===== src/rtl/cache_mem_arbiter.sv =====
// Arbitrates one SRAM-like memory port between the i-cache and d-cache.
// One transaction in flight; the granted request is latched at grant time.
module cache_mem_arbiter #(
    parameter bit D_PRIORITY = 1'b1
) (
    input  logic        clk,
    input  logic        rst,
    input  logic        inst_req,
    input  logic        inst_wr,
    input  logic [1:0]  inst_size,
    input  logic [31:0] inst_addr,
    input  logic [31:0] inst_wdata,
    output logic [31:0] inst_rdata,
    output logic        inst_addr_ok,
    output logic        inst_data_ok,
    input  logic        data_req,
    input  logic        data_wr,
    input  logic [1:0]  data_size,
    input  logic [31:0] data_addr,
    input  logic [31:0] data_wdata,
    output logic [31:0] data_rdata,
    output logic        data_addr_ok,
    output logic        data_data_ok,
    output logic        mem_req,
    output logic        mem_wr,
    output logic [1:0]  mem_size,
    output logic [31:0] mem_addr,
    output logic [31:0] mem_wdata,
    input  logic [31:0] mem_rdata,
    input  logic        mem_addr_ok,
    input  logic        mem_data_ok
);

    typedef enum logic [1:0] {
        IDLE = 2'd0,
        ADDR = 2'd1,
        DATA = 2'd2
    } state_t;

    state_t state;
    state_t state_nx;
    logic   gnt_d;
    logic   last_d;
    logic   any_req;
    logic   pick_d;
    logic   grant;
    logic   addr_hit;
    logic   done;

    // Winner selection; on a tie the d-side wins unless round-robin says otherwise.
    always_comb begin
        any_req = inst_req | data_req;
        pick_d  = data_req & (~inst_req | D_PRIORITY | ~last_d);
        grant   = (state == IDLE) & any_req;
    end

    // State register.
    always_ff @(posedge clk or posedge rst) begin
        if (rst) begin
            state <= IDLE;
        end else begin
            state <= state_nx;
        end
    end

    // Next state and handshake strobes; strobes follow the memory side combinationally.
    always_comb begin
        state_nx = state;
        mem_req  = 1'b0;
        addr_hit = 1'b0;
        done     = 1'b0;
        unique case (state)
            IDLE: begin
                if (any_req) begin
                    state_nx = ADDR;
                end
            end
            ADDR: begin
                mem_req = 1'b1;
                if (mem_addr_ok) begin
                    addr_hit = 1'b1;
                    if (mem_data_ok) begin
                        done     = 1'b1;
                        state_nx = IDLE;
                    end else begin
                        state_nx = DATA;
                    end
                end
            end
            DATA: begin
                if (mem_data_ok) begin
                    done     = 1'b1;
                    state_nx = IDLE;
                end
            end
            default: begin
                state_nx = IDLE;
            end
        endcase
    end

    // Latch the winning request so the requester may move on after addr_ok.
    always_ff @(posedge clk or posedge rst) begin
        if (rst) begin
            gnt_d     <= 1'b0;
            last_d    <= 1'b0;
            mem_wr    <= 1'b0;
            mem_size  <= 2'd0;
            mem_addr  <= 32'd0;
            mem_wdata <= 32'd0;
        end else if (grant) begin
            gnt_d     <= pick_d;
            last_d    <= pick_d;
            mem_wr    <= pick_d ? data_wr    : inst_wr;
            mem_size  <= pick_d ? data_size  : inst_size;
            mem_addr  <= pick_d ? data_addr  : inst_addr;
            mem_wdata <= pick_d ? data_wdata : inst_wdata;
        end
    end

    // Steer strobes to the granted side only; read data is shared.
    always_comb begin
        inst_addr_ok = addr_hit & ~gnt_d;
        inst_data_ok = done & ~gnt_d;
        data_addr_ok = addr_hit & gnt_d;
        data_data_ok = done & gnt_d;
        inst_rdata   = mem_rdata;
        data_rdata   = mem_rdata;
    end

endmodule

===== config.mk =====
export PLATFORM = sky130hd
export DESIGN_NAME = cache_mem_arbiter
export DESIGN_NICKNAME = d
export VERILOG_FILES = /design/src/rtl/cache_mem_arbiter.sv
export SDC_FILE = /design/constraint.sdc
export NUM_CORES = 1
export LEC_CHECK = 0
export ABC_AREA = 1
export CAP_MARGIN = 40
export CORE_AREA = 2 2 119 121
export CTS_CLUSTER_DIAMETER = 80
export DETAILED_ROUTE_END_ITERATION = 7
export DIE_AREA = 0 0 121 123
export GPL_TIMING_DRIVEN = 0
export PLACE_DENSITY = 0.73
export SYNTH_ARGS = -nofsm -noshare
export SYNTH_HDL_FRONTEND = slang
export SYNTH_SLANG_ARGS = --single-unit

===== constraint.sdc =====
create_clock -name clk -period 3.3 [get_ports clk]
set_input_delay 0.825 -clock clk [delete_from_list [all_inputs] [get_ports clk]]
set_output_delay 0.825 -clock clk [all_outputs]
set_load 0.02 [all_outputs]

==> reports/qor.txt <==
Outcome = completed
Worst setup EP type = output pin
Rows = 43
Post-synth cell types = 13
Clock transition at the registers of the reported paths = 0.05 ns
Placed cell areas = 7050 um^2
Ant. Diodes = 0
Leakage = 3.74 nW
Cells after Synth = 600
Syn nets = 776
Post-route setup TNS = 0 ns
I/O pin count = 308
DR DRC count = 0
Initial core utilization = 0.298
Final Hold Viols = 0
Worst-path maximum fanout = 4
Post-Route WL = 14,100 um
Vias per std cell = 4.18
Initial antenna violation count = 0
Period utilization = 0.955
Design Power = 0.00512 W
Sequential share of the synthesized area = 0.432
Hold buffers post-CTS = 0
Final instance area = 7340 um^2
Synth area leaders = dfrtp_1 43%, nand2_1 38%, buf_4 12%, buf_2 1.6%, clkbuf_1 1.4%
Period minus WS final = 3.15 ns
First-pass GRT wire length = 20,900 um
Clk root buf = clkbuf_16
Syn_area_per_cell = 6.76 um^2
WS Path Type = primary input to output pin
Pin count of the biggest net entering global routing = 38
Max-slew violations = 0
Worst IR Drop VDD = 292 uV
DR iter-0 viols = 123
Most frequent cells after synthesis = 412 x nand2_1, 70 x dfrtp_1, 65 x buf_4, 15 x clkbuf_1, 13 x buf_2
CTS tree = yes
Crit path DAT = 2.33 ns
Most numerous cell in the Yosys netlist = nand2_1
Largest area contributor in the netlist = dfrtp_1
Chip width = 121 um
Internal power = 0.00307 W
Remaining Overflow, GRT = 0
Worst slew pin tran = 0.483 ns
GPL Wtd Cong = 0.780
P per Cell Area = 698 nW/um^2
CTS max path bufs = 2
Via count = 4,476
FMAX = 0.317 GHz
Critical path launch point type = primary input
First-pass DRT Iterations = 4
Max-slew headroom = 0.678
Routed Antenna Nets = 0
H-tree Lvls = 3
Port bufs = 274
Synthesized flop and latch total = 70
Fillers = 1,305
Layout Nets = 1,062
CTS buffer count = 9
Comb pwr share = 0.528
NetSw = 0.00205 W
Vias in the first global route = 4,152
Fraction of layout cells with a size suffix above 1 = 0.110
CTS resizes = 0
Max cap viols = 0
Die area = 14,900 um^2
Core Area = 13,600 um^2
Setup Buffers After CTS = 0
YS warnings = 0
Min-delay worst type = flop to flop
Mapped Area = 4060 um^2
Final Skew = 0.00605 ns
WP data required = 2.47 ns
Synth Flop Type = dfrtp_1
Share of async-settable or async-resettable flops after synthesis = 1.00
Post-route insts no fill = 1,071
Clk Latency, worst-skew pair = 0.32 ns
CTS Sinks = 70
EDFF count, synth = 0
RSZ-0062 raised after global routing = no
Die height = 123 um
Hpwl dp = 11,300 um
# setup viols final = 0
Switching share of total power = 0.400
Routed WL per cell = 13.1 um
Area delta synth->final = 80.9%
Hold Slack = 0.475 ns
Placed Instances = 1,055
Flop pwr share = 0.289
Clock power share = 0.183
Global-route usage over all layers = 0.181
Post-synth top area share = 0.432
logic make-up (layout without fill, tap and decap cells):
logic type / Yosys count / count (layout) / synth area share
buffers and inverters: 102 / 393 / 0.159
AO/OA/AOI/OAI: 2 / 2 / 0.00524
flip-flops: 70 / 70 / 0.432
AND/OR/NAND/NOR: 422 / 422 / 0.392
adder cells (fa/ha/maj): 4 / 4 / 0.0123
worst max-delay path, stage by stage:
cell and delay [ns]:
clkdlybuf4s50_1 0.47, nand2_1 0.11, nand2_1 0.08, nand3_1 0.08, nor2_1 0.12, clkdlybuf4s50_1 0.64
state kept, by name, indices dropped and copies added, names as in the netlist:
register   cells
mem_wr         1
mem_addr      32
gnt_d          1
mem_wdata     32
state          2
mem_size       2
power by group through the flow:
stage                     sequential [W]  combinational (W)  clock, W
after floorplan                  0.00196           0.000899         0
after global placement           0.00147            0.00271         0
after detailed placement         0.00149            0.00274         0
after CTS                        0.00148            0.00275  0.000969
after global routing             0.00153            0.00294   0.00101
final                            0.00148            0.00270  0.000936
final timing paths:
path,start,end,slack (ns),cells past startpoint
worst min-delay path,mem_addr[13]$_DFFE_PP0P_,mem_addr[13]$_DFFE_PP0P_,0.47,2
max in group asynchronous,rst,state[1]$_DFFE_PP0P_,1.87,3
worst max register to register,state[0]$_DFFE_PP0P_,mem_wdata[30]$_DFFE_PP0P_,1.67,8
worst max-delay path,mem_addr_ok,data_data_ok,0.15,6
worst min register to register,mem_addr[13]$_DFFE_PP0P_,mem_addr[13]$_DFFE_PP0P_,0.47,2
min in group asynchronous,rst,mem_addr[3]$_DFFE_PP0P_,0.87,2
metal layers:
metal	track usage	part of all wire	vias to the layer above
met2	0.322	0.50	187
met1	0.205	0.39	1986
li1	-	-	2295
met4	0.0480	0.0075	0
met3	0.0669	0.11	8
met5	0	0	-
final cells by class:
cell class	instances	area [um^2]	share of cell area
Tap cell	180	225	0.0307
Clock buffer	9	225	0.0307
Sequential cell	70	1750	0.239
Multi-Input combinational cell	428	1660	0.226
Clock inverter	7	65.1	0.00887
Timing Repair Buffer	275	2760	0.377
Inverter	9	36.3	0.00495
Buffer	93	609	0.0830
layout by cell type, fill, tap and decap left out:
cell and n:
buf_4 65, dfrtp_1 70, nor2_1 6, buf_12 1
inv_4 1, buf_2 13, clkinv_2 4, o21ai_4 1
o21ai_0 1, nand2_1 412, nand4_1 1, ha_1 4
clkdlybuf4s50_1 274, inv_1 7, bufinv_16 1, clkbuf_1 15
nand3_1 3, clkinvlp_4 2, inv_2 1, clkbuf_16 9
per-stage QoR:
stage / setup slack [ns] / util
6_report: 0.148 / 0.539
5_1_grt: 0.0831 / 0.539
4_1_cts: 0.122 / 0.539
3_5_place_dp: 0.122 / 0.518
3_3_place_gp: -0.561 / 0.516
2_1_floorplan: 0.707 / -
Power figures use the tool's default switching activity.
